File: src/rtl/cail_tx_pkg.sv
// Shared types and constants for the calibration result framer.
// CAIL_TX_CHECKSUM_EN adds the CSUM state to the FSM encoding.
package cail_tx_pkg;
  localparam int          WORD_W       = 32;
  localparam logic [7:0]  HDR0_DEFAULT = 8'hA5;
  localparam logic [7:0]  HDR1_DEFAULT = 8'h5A;

`ifdef CAIL_TX_CHECKSUM_EN
  typedef enum logic [2:0] {S_IDLE, S_HDR0, S_HDR1, S_LEN_H, S_LEN_L, S_DATA, S_CSUM} state_e;
`else
  typedef enum logic [2:0] {S_IDLE, S_HDR0, S_HDR1, S_LEN_H, S_LEN_L, S_DATA} state_e;
`endif
endpackage

File: src/rtl/cail_tx_fifo.sv
// Count-based synchronous FIFO with first-word fall-through read port.
module cail_tx_fifo import cail_tx_pkg::*; #(
  parameter int DEPTH = 8,
  parameter int W     = WORD_W
)(
  input  logic         clk,
  input  logic         rst_n,
  input  logic         wr_en,
  input  logic [W-1:0] wr_data,
  input  logic         rd_en,
  output logic [W-1:0] rd_data,
  output logic         full,
  output logic         empty
);
  localparam int AW = $clog2(DEPTH);

  logic [W-1:0]  r_mem [DEPTH];
  logic [AW-1:0] r_wr_ptr, r_rd_ptr;
  logic [AW:0]   r_count;
  logic          w_do_wr, w_do_rd;

  assign full    = (r_count == (AW+1)'(DEPTH));
  assign empty   = (r_count == '0);
  // A read on an empty FIFO with a concurrent write passes the new word through.
  assign w_do_wr = wr_en && (!full || rd_en);
  assign w_do_rd = rd_en && (!empty || wr_en);
  assign rd_data = empty ? wr_data : r_mem[r_rd_ptr];

  always_ff @(posedge clk) begin
    if (w_do_wr) r_mem[r_wr_ptr] <= wr_data;
  end

  always_ff @(posedge clk or negedge rst_n) begin
    if (!rst_n) begin
      r_wr_ptr <= '0;
      r_rd_ptr <= '0;
      r_count  <= '0;
    end else begin
      if (w_do_wr) r_wr_ptr <= r_wr_ptr + 1'b1;
      if (w_do_rd) r_rd_ptr <= r_rd_ptr + 1'b1;
      case ({w_do_wr, w_do_rd})
        2'b10:   r_count <= r_count + 1'b1;
        2'b01:   r_count <= r_count - 1'b1;
        default: r_count <= r_count;
      endcase
    end
  end
endmodule

File: src/rtl/cail_result_tx.sv
// Frames buffered calibration results into a byte stream: A5 5A len_h len_l data...
// Define CAIL_TX_CHECKSUM_EN to append a mod-256 sum of length and data bytes.
module cail_result_tx import cail_tx_pkg::*; #(
  parameter int         FIFO_DEPTH = 8,
  parameter logic [7:0] HDR0       = HDR0_DEFAULT,
  parameter logic [7:0] HDR1       = HDR1_DEFAULT
)(
  input  logic        clk,
  input  logic        rst_n,
  input  logic        cail_en,
  input  logic [15:0] data_len,
  input  logic        valid,
  input  logic [31:0] result,
  output logic [7:0]  tx_data,
  output logic        tx_valid,
  input  logic        tx_ready,
  output logic        busy,
  output logic        overflow
);
  state_e            r_state, w_next;
  logic [15:0]       r_len, r_wr_cnt, r_tx_cnt;
  logic [1:0]        r_byte;
  logic              r_ovf;
  logic [WORD_W-1:0] w_head;
  logic              w_full, w_empty, w_hs, w_pop, w_start, w_last_word, w_wr_req, w_wr_en;

  assign busy        = (r_state != S_IDLE);
  assign overflow    = r_ovf;
  assign w_start     = (r_state == S_IDLE) && cail_en && (data_len != 16'd0);
  assign w_hs        = tx_valid && tx_ready;
  assign w_pop       = (r_state == S_DATA) && w_hs && (r_byte == 2'd0);
  assign w_last_word = (r_tx_cnt == r_len - 16'd1);
  // Words beyond the frame length are dropped without flagging overflow.
  assign w_wr_req    = valid && busy && (r_wr_cnt < r_len);
  assign w_wr_en     = w_wr_req && (!w_full || w_pop);

  cail_tx_fifo #(.DEPTH(FIFO_DEPTH), .W(WORD_W)) u_fifo (
    .clk     (clk),
    .rst_n   (rst_n),
    .wr_en   (w_wr_en),
    .wr_data (result),
    .rd_en   (w_pop),
    .rd_data (w_head),
    .full    (w_full),
    .empty   (w_empty)
  );

`ifdef CAIL_TX_CHECKSUM_EN
  logic [7:0] r_csum;
  always_ff @(posedge clk or negedge rst_n) begin
    if (!rst_n)       r_csum <= 8'h00;
    else if (w_start) r_csum <= 8'h00;
    else if (w_hs && (r_state inside {S_LEN_H, S_LEN_L, S_DATA}))
      r_csum <= r_csum + tx_data;
  end
`endif

  always_ff @(posedge clk or negedge rst_n) begin
    if (!rst_n) r_state <= S_IDLE;
    else        r_state <= w_next;
  end

  always_comb begin
    w_next   = r_state;
    tx_valid = 1'b0;
    tx_data  = 8'h00;
    case (r_state)
      S_IDLE:  if (w_start) w_next = S_HDR0;
      S_HDR0:  begin tx_valid = 1'b1; tx_data = HDR0;        if (tx_ready) w_next = S_HDR1;  end
      S_HDR1:  begin tx_valid = 1'b1; tx_data = HDR1;        if (tx_ready) w_next = S_LEN_H; end
      S_LEN_H: begin tx_valid = 1'b1; tx_data = r_len[15:8]; if (tx_ready) w_next = S_LEN_L; end
      S_LEN_L: begin tx_valid = 1'b1; tx_data = r_len[7:0];  if (tx_ready) w_next = S_DATA;  end
      S_DATA: begin
        // Head word stays put until its last byte goes, so data is stable under stall.
        tx_valid = !w_empty;
        tx_data  = w_head[8*r_byte +: 8];
`ifdef CAIL_TX_CHECKSUM_EN
        if (w_pop && w_last_word) w_next = S_CSUM;
`else
        if (w_pop && w_last_word) w_next = S_IDLE;
`endif
      end
`ifdef CAIL_TX_CHECKSUM_EN
      S_CSUM:  begin tx_valid = 1'b1; tx_data = r_csum;      if (tx_ready) w_next = S_IDLE;  end
`endif
      default: w_next = S_IDLE;
    endcase
  end

  always_ff @(posedge clk or negedge rst_n) begin
    if (!rst_n) begin
      r_len    <= 16'd0;
      r_wr_cnt <= 16'd0;
      r_tx_cnt <= 16'd0;
      r_byte   <= 2'd3;
      r_ovf    <= 1'b0;
    end else if (w_start) begin
      r_len    <= data_len;
      r_wr_cnt <= 16'd0;
      r_tx_cnt <= 16'd0;
      r_byte   <= 2'd3;
      r_ovf    <= 1'b0;
    end else begin
      if (w_wr_en) r_wr_cnt <= r_wr_cnt + 16'd1;
      if (w_wr_req && w_full && !w_pop) r_ovf <= 1'b1;
      if ((r_state == S_DATA) && w_hs) begin
        r_byte <= r_byte - 2'd1;
        if (w_pop) r_tx_cnt <= r_tx_cnt + 16'd1;
      end
    end
  end
endmodule

File: config.mk
export PLATFORM = sky130hd
export DESIGN_NAME = cail_result_tx
export DESIGN_NICKNAME = d
export VERILOG_FILES = /design/src/rtl/cail_tx_pkg.sv /design/src/rtl/cail_tx_fifo.sv /design/src/rtl/cail_result_tx.sv
export SDC_FILE = /design/constraint.sdc
export NUM_CORES = 1
export LEC_CHECK = 0
export CORE_MARGIN = 10
export CORE_UTILIZATION = 40
export DETAILED_ROUTE_END_ITERATION = 16
export PLACE_DENSITY_LB_ADDON = 0.05
export SYNTH_ARGS = -nofsm -noshare
export SYNTH_HDL_FRONTEND = slang
export SYNTH_SLANG_ARGS = --single-unit
File: constraint.sdc
create_clock -name clk -period 10.6 [get_ports clk]
set_input_delay 2.12 -clock clk [delete_from_list [all_inputs] [get_ports clk]]
set_output_delay 2.12 -clock clk [all_outputs]
set_load 0.05 [all_outputs]
**After elaboration in Yosys (flattened, before gate mapping)**

Memory sizes are Yosys's and may differ from the RTL's.
Cells that the tools add are included.

- $add $sub $neg: 8
- Order comparisons: 1
- Equality and inequality tests: 15
- Shift operators: 1
- Multiplexer cells: 22
- Reductions and logical operators: 31

Operator list:

| operator | count |
|---|---|
| two-way mux 16 bit | 5 |
| case mux 8 bit (5 select lines) | 1 |
| adder 16 x 1 -> 16 bit (second input constant) | 2 |
| two-way mux 32 bit | 1 |
| indexed part select 32 x 6 -> 8 bit | 1 |
| two-way mux 3 bit | 6 |
| case mux 3 bit (6 select lines) | 1 |
| == test 16 bit | 1 |
| less-than comparator 16 bit | 1 |
| nonzero test 16 bit | 1 |
| subtractor 16 x 1 -> 16 bit (second input constant) | 1 |
| logical AND 1 bit | 13 |
| != test 2 bit (second input constant) | 6 |
| nonzero test 2 bit | 5 |
| case mux 4 bit (2 select lines) | 1 |
| adder 3 x 1 -> 3 bit (second input constant) | 2 |
| == test 3 x 2 -> 1 bit (second input constant) | 2 |
| == test 3 bit (second input constant) | 2 |
| AND reduction 6 bit | 1 |
| adder 4 x 1 -> 4 bit (second input constant) | 1 |
| == test 4 bit (second input constant) | 1 |
| logical NOT 4 bit | 1 |
| two-way mux 1 bit | 4 |
| two-way mux 2 bit | 2 |
| 13 further kinds | 16 |

- Bits in registers: 64
- Bits in writable memories: 256
- Output and inout bits: 11
- Memories kept: 1

Memory list:

| name | depth | bits a word | read ports | clocked after Yosys merged registers in | write ports | line | source |
|---|---|---|---|---|---|---|---|
| u_fifo.r_mem | 8 | 32 | 1 | 0 | 1 | cail_tx_fifo.sv:17 | `logic [W-1:0] r_mem [DEPTH];` |

**Depth between registers and ports, before layout**

Gate-level depths: netlist of the first run.

- Depth in word-level cells: 12
- Gate-level depth with buffers: 16

**Modules after synthesis**

Synthesis of the first run repeated with hierarchy kept, for this count alone.

- Cells, all modules: 1,058
- Area total of the unflattened synthesis: 14,605.3 sq um

Modules (own cells, without submodules):

| module | instances | cells each | area an instance (sq um) |
|---|---|---|---|
| cail_tx_fifo | 1 | 609 | 10,711.5 |
| cail_result_tx | 1 | 449 | 3,893.7 |

**Worst setup path after synthesis of the first run**

OpenSTA, ideal clock, no wires.

- Kind: input-to-reg
- Start point: input port valid
- End point: memory u_fifo.r_mem[2][0] (netlist bit), enable pin
- Setup time: 513 ps
- Arrival time: 6,620 ps
- Data required time: 10,087 ps
- Slack: 3,467 ps
- Stages: 6
- Path buffers: 0
- Cells stage by stage: nand2b_1 > a2111oi_0 > o211ai_1 > nor2_2 > inv_2 > nor4b_1

- Word-level cells in the longest chain between the ends: 6

RTL lines:

| item | line | source |
|---|---|---|
| from (decl) | cail_result_tx.sv:12 | `input logic valid,` |
| logical AND 1 bit (2 in series) | cail_result_tx.sv:34 | `assign w_wr_req = valid && busy && (r_wr_cnt < r_len);` |
| logical AND 1 bit | cail_result_tx.sv:35 | `assign w_wr_en = w_wr_req && (!w_full \|\| w_pop);` |
| logical AND 1 bit | cail_tx_fifo.sv:25 | `assign w_do_wr = wr_en && (!full \|\| rd_en);` |
| two-way mux 1 bit | cail_tx_fifo.sv:30 | `if (w_do_wr) r_mem[r_wr_ptr] <= wr_data;` |
| two-way mux 1 bit (implied by the code) | cail_tx_fifo.sv:30 |  |
| to (decl) | cail_tx_fifo.sv:17 |  |

No other way between the ends.

**Worst setup path after layout of the first run**

- Start point: input port result[22]
- End point: output port tx_data[6]

- Word-level cells in the longest chain between the ends: 3

RTL lines:

| item | line | source |
|---|---|---|
| from (decl) | cail_result_tx.sv:13 | `input logic [31:0] result,` |
| two-way mux 32 bit | cail_tx_fifo.sv:27 | `assign rd_data = empty ? wr_data : r_mem[r_rd_ptr];` |
| indexed part select 32 x 6 -> 8 bit | cail_result_tx.sv:76 | `tx_data = w_head[8*r_byte +: 8];` |
| case mux 8 bit (5 select lines) | cail_result_tx.sv:67 | `case (r_state)` |
| to (decl) | cail_result_tx.sv:14 | `output logic [7:0] tx_data,` |

No other way between the ends.

==> results.toml, run 1 <==
[run_status]
status = "completed"

[critical_path]
cpPeakStageDelay_ns = 0.91
setup.worst_path.end = "tx_data[6]"
crit_path_cell_trace = "clkdlybuf4s50_1 > mux4_2 > o21ai_0 > or4_1 > o311ai_0 > clkdlybuf4s50_1"
arrival_ns = 4.85
cp-startpoint = "result[22]"
critPathKind = "input port to output port"
cp-start-kind = "input port"
critPathTopFamily = "buffers and inverters"
cp.depth = 6
path_buf_inv = 2
cp_common_cell = "clkdlybuf4s50_1"
critPathRequiredTime_ns = 8.48
r2r-end = "u_fifo.r_count[3]"
worst-r2r-cell-count = 15
rrSetupSlack_ns = 6.09
crit_path_top_delay_cell = "clkdlybuf4s50_1"
crit_fanout = 9
rr_startpoint = "r_byte[0]"
endpoint_kind = "output port"

[yosys]
synth_nets = 966
async_reset_ff_share_pct = 20.0
synth_edf_count = 256
synth.avg_cell_area_um2 = 15.9
synthDistinctLibCells = 64
yosys.area.top_type_share_pct = 54.5
synth_top_area_cell = "edfxtp_1"
yosysMostFrequentCell = "edfxtp_1"
ys_seq_area_share_pct = 65.8
ys_warn_count = 0
synth-seq-cells = 320
ys_top_cells_by_area = "edfxtp_1 54%, mux4_2 13%, dfrtp_1 11%"
synth_area_mm2 = 0.0141
synth_commonest_cells = "256 x edfxtp_1, 79 x mux4_2, 62 x dfrtp_1"
ys.flop_type = "edfxtp_1"
synth_cells = 888

[sta]
timing.slew.headroom_pct = 29.4
min_period_ns = 6.97
hold_violations = 0
fin_skew_ns = 0.0224
worst_slew_pin_slew_ns = 1.06
slew_violations = 0
tns_ns = 0
post-route-period-util_pct = 65.7
max_freq_ghz = 0.144
rsz0062_at_grt = "no"
hold_slack_ns = 0.489
finalSetupViolCount = 0

[route]
drt_iter0_markers = 654
drc_errors = 0
vias = 8116
detail_route.wl_per_cell_um = 24.2
via_per_inst = 5.61
drtAntennaViolNets = 0
detail_route.first_pass.iterations = 5
wirelength_mm = 35.0

[die]
rows = 68
ioPinCount = 64
coreArea_mm2 = 0.0347
die_y_um = 208
fp.dieW_um = 208
start_util_pct = 40.7
die_area_mm2 = 0.0432

[pwr]
powerDensity_mw_per_mm2 = 241
ir_drop_mv = 0.137
leakage_nw = 5.58

[placed_design]
post-dp-hpwl_mm = 21.0
dp.cells = 1380
io_buffers = 63
gp_congestion = 0.799

[clock_network]
htreeDepth = 2
cts_setup_buffers = 0
clkSinkCount = 320
cts_tree = "done"
cts_root_buf = "clkbuf_16"
clkTransAtPathRegs_ns = 0.06
clk_latency_ns = 0.53
post_cts_resized = 0
cts_buffers = 37
cts_buffer_depth = 3
ctsHoldBuffers = 0

[hold_path]
min_from = "r_wr_cnt[15]"
hold_class = "flip-flop to flip-flop"

[global_routing]
grt_pass1_vias = 8594
antenna_found_initial = 1
grt_pass1_wl_mm = 54.0
gr-total-overflow = 0
grt_max_degree = 65
grtUsageTotal_pct = 16.1

[layout]
nNetsFinal = 1042
syn_to_final_growth_pct = 16.2
final_layout_size_suffix_gt1_share_pct = 17.7
instances_no_fill = 1446
fillers = 3012

[flow_run]
maxCapViolations = 0
[state kept, by name, summed over array words and instances, names as in the netlist]
name             count
u_fifo.r_mem       256
r_len               16
r_tx_cnt            16
r_wr_cnt            16
u_fifo.r_count       4
r_state              3
u_fifo.r_rd_ptr      3
u_fifo.r_wr_ptr      3
r_byte               2
overflow             1
[layer usage]
layer | up-vias | part of all wire [%] | global-route usage, % | routed length (um)
met5 | - | 0 | 0 | 0
met4 | 0 | 1.5 | 3.59 | 541
met3 | 41 | 4.3 | 2.83 | 1500
met2 | 180 | 51 | 27.4 | 17800
met1 | 4259 | 43 | 20.9 | 15200
li1 | 3636 | - | - | -
[metrics by stage]
stage	cell area, um2	total power (W)	setup slack (ns)	utilization [%]
after floorplan	14100	0.00242	3.47	-
after global placement	15300	0.00280	3.70	44.0
after detailed placement	15300	0.00283	3.61	44.0
after CTS	16400	0.00400	3.61	47.2
after global routing	16400	0.00416	3.43	47.2
final	16400	0.00395	3.63	47.2
[cells in the final DEF (no fill, tap or decap), drive strengths merged, types with 3 or more instances in the layout]
master and instances:
a2111oi 4, a211o 3, a211oi 3, a21oi 28, a31oi 7, a41o 3, and2 10, and3 9
buf 18, clkbuf 49, clkdlybuf4s50 62, clkinv 14, dfrtp 62, edfxtp 256, ha 24, inv 30
mux2 4, mux2i 14, mux4 79, nand2 57, nand2b 6, nand3 16, nand4 15, nor2 45
nor3 23, nor3b 5, nor4 11, nor4b 3, o211ai 4, o21ai 38, o31ai 5, or3 9
or4 4, xnor2 27, xor2 18
[power by group]
group / switching, W / internal [W]
clock: 0.000497 / 0.000669
sequential: 0.000190 / 0.00156
combinational: 0.000637 / 0.000399
total: 0.00132 / 0.00263
[layout make-up]
cell class                 count  area (um2)  area share (%)
clock inverter                16         104           0.633
multi-input combinational    496        4560            27.8
clock buffer                  49        1000            6.11
inverter                      29         109           0.664
timing repair buffer          80         753            4.59
sequential                   320        9300            56.7
tap                          455         569            3.47
antenna                        1        2.50          0.0153
[kinds of logic (layout without fill, tap and decap cells)]
family | Yosys count | in the layout | share of synthesized area (%)
mux | 97 | 97 | 13.9
other cells | 0 | 1 | 0
fa+ha+maj | 25 | 25 | 2.27
simple gates | 218 | 218 | 8.09
xor+xnor | 45 | 45 | 2.79
buf+inv | 72 | 174 | 2.18
flops | 320 | 320 | 65.8
compound gates | 111 | 111 | 4.91
[worst min-delay path by stage]
stage	cells past startpoint	slack, ns	end
detailed placement	1	0.49	r_wr_cnt[15]
floorplan	1	0.45	r_wr_cnt[15]
finish	1	0.49	r_wr_cnt[15]
global placement	1	0.48	r_wr_cnt[15]
global route	1	0.52	r_wr_cnt[15]
CTS	1	0.49	r_wr_cnt[15]
(Power assumes the default switching activity.)
==> run 2: changes to the inputs <==
==> constraint.sdc (replaced) <==
create_clock -name clk -period 5.6 [get_ports clk]
set_input_delay 1.12 -clock clk [delete_from_list [all_inputs] [get_ports clk]]
set_output_delay 1.12 -clock clk [all_outputs]
set_load 0.05 [all_outputs]
==> results.toml, run 2 (synthesis gave the netlist of run 1 again) <==
[run_status]
status = "completed"

[clock_network]
post_cts_resized = 0
cts_root_buf = "clkbuf_16"
clk_latency_ns = 0.54
clkSinkCount = 320
htreeDepth = 2
cts_buffer_depth = 3
cts_buffers = 37
clkTransAtPathRegs_ns = 0.06
ctsHoldBuffers = 0
cts_setup_buffers = 0
cts_tree = "done"

[sta]
min_period_ns = 5.00
slew_violations = 0
worst_slack_ns = 0.603
finalSetupViolCount = 0
post-route-period-util_pct = 89.2
max_freq_ghz = 0.200
worst_slew_pin_slew_ns = 1.02
hold_violations = 0
fin_skew_ns = 0.0207
rsz0062_at_grt = "no"
tns_ns = 0
timing.slew.headroom_pct = 32.3

[critical_path]
critPathRequiredTime_ns = 4.48
critPathKind = "flip-flop to output port"
crit_path_cell_trace = "buf_12 > mux4_2 > and2_1 > a211oi_1 > nor4_1 > a211o_1 > clkdlybuf4s50_1"
cp-start-kind = "flip-flop"
rr_startpoint = "r_len[9]"
arrival_ns = 3.88
rrSetupSlack_ns = 1.59
r2r-end = "u_fifo.r_count[3]"
worst-r2r-cell-count = 14
critPathTopFamily = "buffers and inverters"
crit_path_top_delay_cell = "dfrtp_4"
endpoint_kind = "output port"
cpPeakStageDelay_ns = 0.73
path_buf_inv = 2
crit_fanout = 36

[die]
ioPinCount = 64
start_util_pct = 40.7
fp.dieW_um = 208
die_area_mm2 = 0.0432
rows = 68
die_y_um = 208
coreArea_mm2 = 0.0347

[global_routing]
grt_pass1_vias = 8595
gr-total-overflow = 0
grt_pass1_wl_mm = 53.5
grt_max_degree = 65
antenna_found_initial = 0
grtUsageTotal_pct = 16.0

[pwr]
seqPwrFrac_pct = 43.1
ir_drop_mv = 0.275
combPwrFrac_pct = 26.2
leakage_nw = 5.65
power.switching_w = 0.00252
power_switching_share_pct = 32.9
p_int_w = 0.00514
p_clk_share_pct = 30.6
powerDensity_mw_per_mm2 = 463

[placed_design]
placed_area_mm2 = 0.0154
io_buffers = 63
post-place-ws_ns = 0.665
post-dp-hpwl_mm = 21.4
gp_congestion = 0.768

[layout]
final_layout_size_suffix_gt1_share_pct = 18.5
final_cell_mix = "256 x edfxtp_1, 79 x mux4_2, 62 x clkdlybuf4s50_1"
largest_register_ffs = 256
top_register = "u_fifo.r_mem"
nNetsFinal = 1047
syn_to_final_growth_pct = 17.2
final_common_cell = "edfxtp_1"
finish.utilization_pct = 47.6
final_area_mm2 = 0.0165

[route]
drc_errors = 0
wirelength_mm = 34.8
via_per_inst = 5.55
detail_route.wl_per_cell_um = 24.1
detail_route.first_pass.iterations = 5
vias = 8035
drt_iter0_markers = 648
drtAntennaViolNets = 0

[hold_path]
hold_class = "flip-flop to flip-flop"
whs_endpoint = "r_wr_cnt[15]"
hold_depth = 1
min_from = "r_wr_cnt[15]"

[flow_run]
maxCapViolations = 0
==> run 2: cell type report <==
class                   instances  area [um2]
flip-flops and latches        320        9300
fillers                      2948       18200
clock inverters                15         183
multi-input cells             496        4580
diodes                          1        2.50
repair buffers                 85         803
inverters                      29         109
clock buffers                  47         995
well taps                     455         569
==> run 2: worst max path at each step <==
stage                                    end          startpoint  slack (ns)  cells past startpoint
after floorplan           u_fifo.r_mem[3][0]           r_byte[0]        0.19                     11
after global placement            tx_data[6]          result[22]        0.74                      6
after detailed placement          tx_data[6]          result[22]        0.67                      6
after CTS                         tx_data[0]  u_fifo.r_rd_ptr[0]        0.49                      7
after global routing              tx_data[0]  u_fifo.r_rd_ptr[0]        0.34                      7
final                             tx_data[0]  u_fifo.r_rd_ptr[0]        0.60                      7
==> run 2: through the flow <==
step	instances	hold WS, ns	total power (W)
3_3_place_gp	1385	0.480	0.00535
2_1_floorplan	888	0.449	0.00458
4_1_cts	1447	0.496	0.00776
5_1_grt	1447	0.512	0.00805
6_report	1448	0.496	0.00766
3_5_place_dp	1385	0.488	0.00539
==> run 2: worst register-to-register path: cells and delay by family, from the launching register on <==
family	cells	cell delay, ns
AO/OA/AOI/OAI	3	0.91
XOR/XNOR	2	0.29
adder cells (fa/ha/maj)	3	0.86
buffers and inverters	2	0.46
flip-flops	1	0.50
AND/OR/NAND/NOR	4	0.87
==> run 2: power groups by stage <==
stage / registers (W) / logic, W / clock network, W
finish: 0.00330 / 0.00201 / 0.00234
global route: 0.00334 / 0.00219 / 0.00251
CTS: 0.00331 / 0.00205 / 0.00241
detailed placement: 0.00335 / 0.00204 / 0
global placement: 0.00333 / 0.00201 / 0
floorplan: 0.00317 / 0.00140 / 0
==> run 2: routing by layer <==
metal,up-vias,share of wire [%],global-route usage (%)
met5,-,0,0
met4,0,2.3,4.73
met2,173,50,26.9
met1,4163,43,20.5
li1,3647,-,-
met3,52,4.6,3.01
==> run 3: changes to the inputs <==
--- a/config.mk
+++ b/config.mk
@@ -8,6 +8,7 @@
 export CORE_MARGIN = 10
 export CORE_UTILIZATION = 40
 export DETAILED_ROUTE_END_ITERATION = 16
+export MAX_ROUTING_LAYER = met4
 export PLACE_DENSITY_LB_ADDON = 0.05
 export SYNTH_ARGS = -nofsm -noshare
 export SYNTH_HDL_FRONTEND = slang
==> results.toml, run 3 (synthesis gave the netlist of run 1 again) <==
[global_routing]
antenna_found_initial = 0
grt_max_degree = 65
grtUsageTotal_pct = 16.4
grt_pass1_vias = 8595
grt_pass1_wl_mm = 53.4
gr-total-overflow = 0

[placed_design]
gp_congestion = 0.778
post-dp-hpwl_mm = 21.4
io_buffers = 63
dp.cells = 1385

[critical_path]
cp-startpoint = "u_fifo.r_rd_ptr[0]"
path_buf_inv = 2
critPathRequiredTime_ns = 4.48
cp-start-kind = "flip-flop"
critPathKind = "flip-flop to output port"
crit_path_top_delay_cell = "dfrtp_4"
cpPeakStageDelay_ns = 0.73
crit_fanout = 36
r2r-end = "u_fifo.r_count[3]"
critPathTopFamily = "buffers and inverters"
arrival_ns = 3.86
rr_startpoint = "r_len[9]"
rrSetupSlack_ns = 1.58
endpoint_kind = "output port"
crit_path_cell_trace = "buf_12 > mux4_2 > and2_1 > a211oi_1 > nor4_1 > a211o_1 > clkdlybuf4s50_1"
worst-r2r-cell-count = 14

[sta]
worst_slew_pin_slew_ns = 1.02
post-route-period-util_pct = 88.9
rsz0062_at_grt = "no"
hold_violations = 0
min_period_ns = 4.98
finalSetupViolCount = 0
slew_violations = 0
fin_skew_ns = 0.0195
tns_ns = 0
timing.slew.headroom_pct = 32.2
max_freq_ghz = 0.201

[die]
rows = 68
die_area_mm2 = 0.0432
fp.dieW_um = 208
die_y_um = 208
coreArea_mm2 = 0.0347
ioPinCount = 64
start_util_pct = 40.7

[layout]
syn_to_final_growth_pct = 17.2
finish.utilization_pct = 47.6
final_cell_mix = "256 x edfxtp_1, 79 x mux4_2, 62 x clkdlybuf4s50_1"
fillers = 2948
instances_no_fill = 1448
top_register = "u_fifo.r_mem"
final_layout_size_suffix_gt1_share_pct = 18.5
final_common_cell = "edfxtp_1"
nNetsFinal = 1047
largest_register_ffs = 256

[clock_network]
post_cts_resized = 0
cts_setup_buffers = 0
cts_buffers = 37
clk_latency_ns = 0.54
ctsHoldBuffers = 0
cts_tree = "done"
htreeDepth = 2
clkTransAtPathRegs_ns = 0.06
cts_buffer_depth = 3
clkSinkCount = 320
cts_root_buf = "clkbuf_16"

[pwr]
power.switching_w = 0.00252
combPwrFrac_pct = 26.3
ir_drop_mv = 0.275
leakage_nw = 5.65
fin_total_pwr_w = 0.00766
p_clk_share_pct = 30.6
p_int_w = 0.00514
power_switching_share_pct = 32.9
seqPwrFrac_pct = 43.1
powerDensity_mw_per_mm2 = 463

[route]
via_per_inst = 5.55
vias = 8036
wirelength_mm = 34.9
drc_errors = 0
drtAntennaViolNets = 0
drt_iter0_markers = 637
detail_route.first_pass.iterations = 5
detail_route.wl_per_cell_um = 24.1

[flow_run]
maxCapViolations = 0

[run_status]
status = "completed"

[hold_path]
whs_endpoint = "r_wr_cnt[15]"
hold_class = "flip-flop to flip-flop"
min_from = "r_wr_cnt[15]"
hold_depth = 1
## run 3: cell counts in the layout (fill, tap and decap cells not counted)
No cell type changed its count.
## run 3: cell type report
| type | instances | area (um2) | area share (%) |
|---|---|---|---|
| antenna | 1 | 2.50 | 0.0151 |
| clock buffer | 47 | 995 | 6.01 |
| clock inverter | 15 | 183 | 1.10 |
| inverter | 29 | 109 | 0.658 |
| multi-input combinational | 496 | 4580 | 27.7 |
| sequential | 320 | 9300 | 56.2 |
| tap | 455 | 569 | 3.44 |
| timing repair buffer | 85 | 803 | 4.86 |
## run 3: power by group through the flow
stage          combinational, W  sequential (W)  clock, W
6_report                0.00201         0.00330   0.00234
5_1_grt                 0.00219         0.00334   0.00251
4_1_cts                 0.00205         0.00331   0.00241
3_5_place_dp            0.00204         0.00335         0
3_3_place_gp            0.00201         0.00333         0
2_1_floorplan           0.00140         0.00317         0
## run 3: stage by stage
stage	setup WS [ns]	hold WS [ns]	cell area, um2
2_1_floorplan	0.192	0.449	14100
3_3_place_gp	0.736	0.480	15400
3_5_place_dp	0.665	0.488	15400
4_1_cts	0.490	0.496	16500
5_1_grt	0.342	0.512	16500
6_report	0.621	0.495	16500
## run 3: worst max-delay path by stage
stage                          to  slack [ns]  depth (start not counted)
6_report               tx_data[0]        0.62                          7
5_1_grt                tx_data[0]        0.34                          7
4_1_cts                tx_data[0]        0.49                          7
3_5_place_dp           tx_data[6]        0.67                          6
3_3_place_gp           tx_data[6]        0.74                          6
2_1_floorplan  u_fifo.r_mem[3][0]        0.19                         11
## run 3: metal layers
metal / up-vias / wire length (um) / GRT usage [%]
met2: 180 / 17400 / 26.9
li1: 3646 / - / -
met3: 53 / 1500 / 2.95
met1: 4157 / 15200 / 20.5
met5: - / 0 / -
met4: 0 / 820 / 4.73
